<file path="config.mk">
export PLATFORM = sky130hd
export DESIGN_NAME = cbus_arbiter_n
export DESIGN_NICKNAME = d
export VERILOG_FILES = /design/src/rtl/cbus_arbiter_n_pkg.sv /design/src/rtl/rr_priority_picker.sv /design/src/rtl/cbus_arbiter_n.sv
export SDC_FILE = /design/constraint.sdc
export NUM_CORES = 1
export LEC_CHECK = 0
export ABC_AREA = 1
export CAP_MARGIN = 0
export CORE_AREA = 2 2 131 133
export DETAILED_ROUTE_END_ITERATION = 8
export DIE_AREA = 0 0 133 135
export PLACE_DENSITY = 0.48
export SETUP_SLACK_MARGIN = 0.1
export SLEW_MARGIN = 20
export SYNTH_ARGS = -nofsm -noshare
export SYNTH_HDL_FRONTEND = slang
export SYNTH_SLANG_ARGS = --single-unit
</file>
<file path="constraint.sdc">
create_clock -name clk -period 1.47 [get_ports clk]
set_input_delay 0.2205 -clock clk [delete_from_list [all_inputs] [get_ports clk]]
set_output_delay 0.2205 -clock clk [all_outputs]
set_load 0.01 [all_outputs]
</file>
<file path="src/rtl/cbus_arbiter_n_pkg.sv">
// Shared cbus types and constants for the N-master arbiter.
// Build option: CBUS_ARB_RR_EN selects the round-robin picker (see rr_priority_picker).
package cbus_arbiter_n_pkg;

  parameter int unsigned CBUS_ARB_MAX_MASTERS = 8;
  parameter int unsigned CBUS_ADDR_W          = 32;
  parameter int unsigned CBUS_DATA_W          = 32;

  typedef enum logic {ARB_IDLE, ARB_BUSY} cbus_arb_state_t;

  // Burst length is encoded as beats-1, so it equals the beat counter on the last beat.
  typedef enum logic [7:0] {
    MLEN1  = 8'd0,
    MLEN2  = 8'd1,
    MLEN4  = 8'd3,
    MLEN8  = 8'd7,
    MLEN16 = 8'd15
  } cbus_mlen_t;

  typedef struct packed {
    logic                     valid;
    logic                     is_write;
    logic [CBUS_ADDR_W-1:0]   addr;
    logic [CBUS_DATA_W-1:0]   wdata;
    logic [CBUS_DATA_W/8-1:0] wstrb;
    cbus_mlen_t               len;
  } cbus_req_t;

  typedef struct packed {
    logic                   ready;
    logic                   last;
    logic [CBUS_DATA_W-1:0] rdata;
  } cbus_resp_t;

  function automatic int unsigned wrap_inc(input int unsigned idx, input int unsigned n);
    return (idx + 1 >= n) ? 0 : idx + 1;
  endfunction

endpackage

</file>
<file path="src/rtl/rr_priority_picker.sv">
// Combinational request picker: round-robin from ptr when CBUS_ARB_RR_EN is defined,
// otherwise fixed priority with the lowest index winning.
module rr_priority_picker
  import cbus_arbiter_n_pkg::*;
#(
  parameter int unsigned N = 2,
  localparam int unsigned IDX_W = $clog2(N)
) (
  input  logic [N-1:0]     req,
  input  logic [IDX_W-1:0] ptr,
  output logic             any,
  output logic [IDX_W-1:0] idx,
  output logic             rr_en
);

`ifdef CBUS_ARB_RR_EN
  logic [IDX_W:0] w_sum;

  assign rr_en = 1'b1;

  // Scan upward from ptr with wrap; the first valid candidate wins.
  always_comb begin
    any   = 1'b0;
    idx   = '0;
    w_sum = '0;
    for (int unsigned k = 0; k < N; k++) begin
      w_sum = {1'b0, ptr} + (IDX_W+1)'(k);
      if (w_sum >= (IDX_W+1)'(N)) begin
        w_sum = w_sum - (IDX_W+1)'(N);
      end
      if (!any && req[IDX_W'(w_sum)]) begin
        any = 1'b1;
        idx = IDX_W'(w_sum);
      end
    end
  end
`else
  logic w_unused_ptr;

  assign rr_en        = 1'b0;
  assign w_unused_ptr = ^ptr;

  always_comb begin
    any = 1'b0;
    idx = '0;
    for (int unsigned i = 0; i < N; i++) begin
      if (!any && req[i]) begin
        any = 1'b1;
        idx = IDX_W'(i);
      end
    end
  end
`endif

endmodule

</file>
<file path="src/rtl/cbus_arbiter_n.sv">
// N-master to 1 cbus arbiter with burst-atomic grants and a one-cycle bubble between bursts.
// Build option: CBUS_ARB_RR_EN (round-robin picker; fixed priority when undefined).
module cbus_arbiter_n
  import cbus_arbiter_n_pkg::*;
#(
  parameter int unsigned NUM_MASTERS = 2,
  localparam int unsigned IDX_W = $clog2(NUM_MASTERS)
) (
  input  logic             clk,
  input  logic             reset,
  input  cbus_req_t        ireqs  [NUM_MASTERS],
  output cbus_resp_t       iresps [NUM_MASTERS],
  output cbus_req_t        oreq,
  input  cbus_resp_t       oresp,
  output logic             busy,
  output logic [IDX_W-1:0] grant_idx
);

  if (NUM_MASTERS < 2 || NUM_MASTERS > CBUS_ARB_MAX_MASTERS) begin : g_bad_cfg
    $error("cbus_arbiter_n: NUM_MASTERS out of range");
  end

  cbus_arb_state_t  r_state;
  cbus_arb_state_t  w_state_next;
  logic [IDX_W-1:0] r_grant_idx;
  logic [IDX_W-1:0] r_rr_ptr;
  logic [IDX_W-1:0] w_ptr_next;
  logic [7:0]       r_beat_cnt;

  logic [NUM_MASTERS-1:0] w_req_valid;
  logic                   w_pick_any;
  logic [IDX_W-1:0]       w_pick_idx;
  logic                   w_rr_en;
  cbus_req_t              w_gnt_req;
  logic                   w_grant;
  logic                   w_burst_done;

  always_comb begin
    w_req_valid = '0;
    for (int unsigned i = 0; i < NUM_MASTERS; i++) begin
      w_req_valid[i] = ireqs[i].valid;
    end
  end

  rr_priority_picker #(
    .N (NUM_MASTERS)
  ) u_picker (
    .req   (w_req_valid),
    .ptr   (r_rr_ptr),
    .any   (w_pick_any),
    .idx   (w_pick_idx),
    .rr_en (w_rr_en)
  );

  assign w_gnt_req    = ireqs[r_grant_idx];
  assign w_grant      = (r_state == ARB_IDLE) && w_pick_any;
  assign w_burst_done = (r_state == ARB_BUSY) && oresp.ready && oresp.last;
  assign w_ptr_next   = IDX_W'(wrap_inc(32'(r_grant_idx), NUM_MASTERS));

  // State register
  always_ff @(posedge clk) begin
    if (reset) begin
      r_state <= ARB_IDLE;
    end else begin
      r_state <= w_state_next;
    end
  end

  // Next-state logic
  always_comb begin
    w_state_next = r_state;
    unique case (r_state)
      ARB_IDLE: if (w_pick_any) w_state_next = ARB_BUSY;
      ARB_BUSY: if (oresp.ready && oresp.last) w_state_next = ARB_IDLE;
      default:  w_state_next = ARB_IDLE;
    endcase
  end

  // Grant index, fairness pointer and beat counter
  always_ff @(posedge clk) begin
    if (reset) begin
      r_grant_idx <= '0;
      r_rr_ptr    <= '0;
      r_beat_cnt  <= '0;
    end else begin
      if (w_grant) begin
        r_grant_idx <= w_pick_idx;
        r_beat_cnt  <= '0;
      end else if (r_state == ARB_BUSY && oresp.ready) begin
        r_beat_cnt <= r_beat_cnt + 8'd1;
      end
      // Fixed-priority builds keep the pointer at zero so it folds away.
      if (w_burst_done) begin
        r_rr_ptr <= w_rr_en ? w_ptr_next : '0;
      end
    end
  end

  // Outputs: only the granted master is connected, and only while busy.
  always_comb begin
    oreq = '0;
    for (int unsigned i = 0; i < NUM_MASTERS; i++) begin
      iresps[i] = '0;
    end
    if (r_state == ARB_BUSY && !reset) begin
      oreq                 = w_gnt_req;
      iresps[r_grant_idx]  = oresp;
    end
  end

  assign busy      = (r_state == ARB_BUSY);
  assign grant_idx = r_grant_idx;

`ifndef SYNTHESIS
  a_last_matches_len: assert property (@(posedge clk) disable iff (reset)
    (r_state == ARB_BUSY && oresp.ready && oresp.last) |-> (r_beat_cnt == 8'(w_gnt_req.len)));

  a_master_holds_valid: assert property (@(posedge clk) disable iff (reset)
    (r_state == ARB_BUSY) |-> w_gnt_req.valid);

  a_no_ready_in_idle: assert property (@(posedge clk) disable iff (reset)
    (r_state == ARB_IDLE) |-> !oresp.ready);
`endif

endmodule

</file>
Word-level counts from Yosys, hierarchy flattened:

Index checks and enable logic that the tools add are counted.

* add/subtract/negate cells: 0
* $mul: 0
* divide/modulo/power cells: 0
* $lt $le $gt $ge: 2
* equal/unequal tests: 0
* shift operators: 0
* mux-type cells: 13
* bitwise logic cells: 3
* reductions and logical operators: 7

Operators with widths (count)
* $mux W78: 4
* $and A68 B68 Y68: 1
* $mux W68: 1
* $demux W34 S1: 1
* $mux W34: 1
* $logic_and A1 B1 Y1: 5
* $mux W1: 5
* $ge A2 B2 Y1 const B: 1
* $logic_not A1 Y1: 2
* $lt A2 B1 Y1 const B: 1
* $not A1 Y2: 1
* $pmux W1 S2: 1
* $not A1 Y1: 1

* bits in registers: 2
* bits in latches: 0
* memory bits (writable): 0
* memory bits (read-only): 0
* output and inout bits: 148
* logic and storage cells: 27
* memories: 0

Longest topological paths before layout:

* depth after elaboration: 7
* gate-level depth with buffers: 6
* depth with buffers taken out: 4

By module:

Synthesis repeated with hierarchy kept, for this count alone.

* cell total of the unflattened synthesis: 400
* area, all modules: 1795.5 sq um

Modules (own cells, without submodules)
* cbus_arbiter_n: instances 1, cells an instance 394, area each 1769.2 sq um
* rr_priority_picker: instances 1, cells an instance 6, area each 26.3 sq um

Worst setup path before layout:

OpenSTA, ideal clock, no wires.

* kind: reg2out
* start: register r_grant_idx (netlist: grant_idx)
* end: output port oreq[58] (netlist name)
* arrival time: 1057 ps
* required time: 1250 ps
* setup slack: 193 ps
* cell stages (with the launch flop): 6
* buffers on the path: 3
* cells stage by stage: dfxtp_1 buf_6 buf_6 buf_4 nand2_1 a21oi_1

RTL lines
* from (decl): line cbus_arbiter_n.sv:25 `logic [IDX_W-1:0] r_grant_idx;`
* from (signal assigned): line cbus_arbiter_n.sv:87 `r_grant_idx <= w_pick_idx;`
* to (decl): line cbus_arbiter_n.sv:13 `output cbus_req_t oreq,`

==> impl_metrics.env <==
export IMPL_status="finished with violations"
export IMPL_violations="negative setup slack"
export IMPL_worst_slack_ps=-164
export IMPL_gp_congestion=0.859
export IMPL_period_minus_slack_ps=1630
export IMPL_die_y_um=135
export IMPL_cts_root_buffer="clkbuf_16"
export IMPL_synth_area_um2=1680
export IMPL_final_nets=944
export IMPL_final_layout_size_suffix_gt1_share_pct=40.3
export IMPL_crit_fanout=8
export IMPL_crit_required_ps=1250
export IMPL_place_ws_ps=-592
export IMPL_core_region_area_um2=16400
export IMPL_finalSetupViolations=125
export IMPL_cts_hold_repair_buffers=0
export IMPL_maxSlewViolCount=0
export IMPL_hp_start="reset"
export IMPL_max_freq_mhz=612
export IMPL_die_w_um=133
export IMPL_hold_class="in2reg"
export IMPL_fill_cells=1748
export IMPL_numPortBuffers=339
export IMPL_crit_start="grant_idx"
export IMPL_drt_pre_antenna_iters=4
export IMPL_ir_drop_mv=0.181
export IMPL_r2r_start="grant_idx"
export IMPL_p_leak_uw=0.00295
export IMPL_cts_sinks=2
export IMPL_drc=0
export IMPL_yosys_warnings=0
export IMPL_drv_cap=0
export IMPL_tightest_slew_ps=185
export IMPL_diodes=0
export IMPL_track_usage_pct=14.2
export IMPL_antenna_left=0
export IMPL_drtIter0Drc=73
export IMPL_ys_ff_latch=2
export IMPL_worst_setup_path_start_kind="flop"
export IMPL_crit_type="reg2out"
export IMPL_maxSlewHeadroom_pct=87.7
export IMPL_grt_pass1_wl_mm=20.4
export IMPL_synthTopCellsByArea="nand2_1 (36%), a21oi_1 (23%), nor2_1 (15%)"
export IMPL_skew_ps=1.81
export IMPL_end_kind="output pin"
export IMPL_cts_tree="done"
export IMPL_grt_max_degree=36
export IMPL_routed_wl_mm=15.4
export IMPL_ys_seq_area_share_pct=2.38
export IMPL_clk_path_buf_depth=2
export IMPL_area_growth_pct=250
export IMPL_period_share_pct=111
export IMPL_io_pins=340
export IMPL_cts_buffers=3
export IMPL_insertion_delay_ps=220
export IMPL_ys_types=13
export IMPL_synth_top_area_share_pct=36.1
export IMPL_post_dp_hpwl_mm=10.2
export IMPL_grt_setup_unrepaired="true"
export IMPL_start_util_pct=10.3
export IMPL_synth_area_leader_cell="nand2_1"
export IMPL_fin_tns_setup_ps=-8320
export IMPL_dieArea_um2=18000
export IMPL_powerDensity_nw_per_um2=418
export IMPL_clkSlewWorstSetupHoldPaths_ps=30
export IMPL_viasPerCell=4.02
export IMPL_overflow=0
export IMPL_wl_per_cell_um=15.8
export IMPL_syn_area_per_cell_um2=4.35
export IMPL_row_count=47
export IMPL_vias=3904
export IMPL_synth_nets=579
export IMPL_grt_pass1_vias=3970
export IMPL_htreeDepth=1
export IMPL_antenna_found_initial=0
export IMPL_crit_arrival_ps=1410
export IMPL_finalHoldViolCount=0
export IMPL_syn_inst=387
==> layout by cell type (no fill, tap or decap) <==
| cell | n |
|---|---|
| buf_16 | 7 |
| a21oi_2 | 34 |
| nor2_4 | 17 |
| nand3_1 | 1 |
| dfxtp_4 | 2 |
| inv_4 | 1 |
| clkinv_8 | 1 |
| nand2_2 | 23 |
| clkbuf_16 | 9 |
| buf_6 | 16 |
| buf_12 | 15 |
| buf_4 | 19 |
| clkdlybuf4s50_1 | 190 |
| dlygate4sd2_1 | 3 |
| buf_2 | 122 |
| inv_1 | 36 |
| nand2_1 | 125 |
| nor2_1 | 48 |
| clkdlybuf4s15_2 | 4 |
| inv_2 | 1 |
| a21oi_1 | 45 |
| nor2_2 | 5 |
| clkbuf_2 | 9 |
| nand2_4 | 17 |
==> kinds of logic after synthesis <==
logic type / Yosys count / synth area share (%)
buffers and inverters: 70 / 20.5
AND/OR/NAND/NOR: 236 / 53.6
AO/OA/AOI/OAI: 79 / 23.5
flip-flops: 2 / 2.38
==> report_power, final <==
part	total [uW]	leakage (uW)	switching [uW]	internal, uW
clock	411	0.0000370	64.9	346
sequential	79.3	0.0000178	17.0	62.2
combinational	1970	0.00289	874	1100
total	2460	0.00295	956	1510
==> cell type report <==
type / count / area (um2) / area share, %
tap: 220 / 275 / 4.67
clock buffer: 3 / 75.1 / 1.27
multi-input combinational: 315 / 1740 / 29.5
inverter: 39 / 161 / 2.74
timing repair buffer: 391 / 3590 / 61.0
sequential: 2 / 47.5 / 0.807
==> per-stage QoR <==
step | hold WS [ps] | cell area (um2) | total power (uW) | instances | utilization [%]
5_1_grt | 504 | 5890 | 2620 | 970 | 35.9
4_1_cts | 484 | 5390 | 2140 | 947 | 32.9
6_report | 482 | 5890 | 2460 | 970 | 35.9
2_1_floorplan | 365 | 1680 | 622 | 387 | -
3_5_place_dp | 609 | 5380 | 1680 | 932 | 32.8
3_3_place_gp | 635 | 5380 | 1680 | 932 | 32.8
==> cells in the mapped netlist <==
cell type and instances:
buf_2 22, a21oi_1 79, nor2_4 1, buf_6 5, inv_2 2, inv_4 1, buf_4 4, dfxtp_1 2
nand3_1 1, nor2_1 69, nand2_2 3, nand2_1 162, inv_1 36
==> layer usage <==
layer  routed length [um]  part of all wire [%]  global-route usage [%]  up-vias
li1                     -                     -                       -     1908
met1                 5930                    39                    15.1     1761
met2                 7880                    51                    27.3      216
met3                 1240                   8.1                    3.53       19
met4                  318                   2.1                    4.60        0
met5                    0                     0                       0        -
==> registers in the layout, indices dropped and copies added (netlist names) <==
name       cells
busy           1
grant_idx      1
==> repair_timing <==
item,in CTS,in global routing
pin swaps,3,14
gates cloned,6,8
endpoints found under the setup margin,148,148
buffers inserted,6,15
gates resized for setup,483,245
==> critical path, stage by stage (launching register included) <==
cell      delay (ps)
dfxtp_4          440
clkinv_8         120
buf_12           140
buf_16           140
buf_6            110
nand2_2           50
a21oi_2           50
buf_2            140
==> worst paths after layout <==
kind                to  slack (ps)  cells past startpoint
max           oreq[21]        -160                      7
min               busy         480                      4
max reg2reg  grant_idx         430                      4
min reg2reg       busy         590                      4
Note: power is estimated with default switching activity, not from simulation.
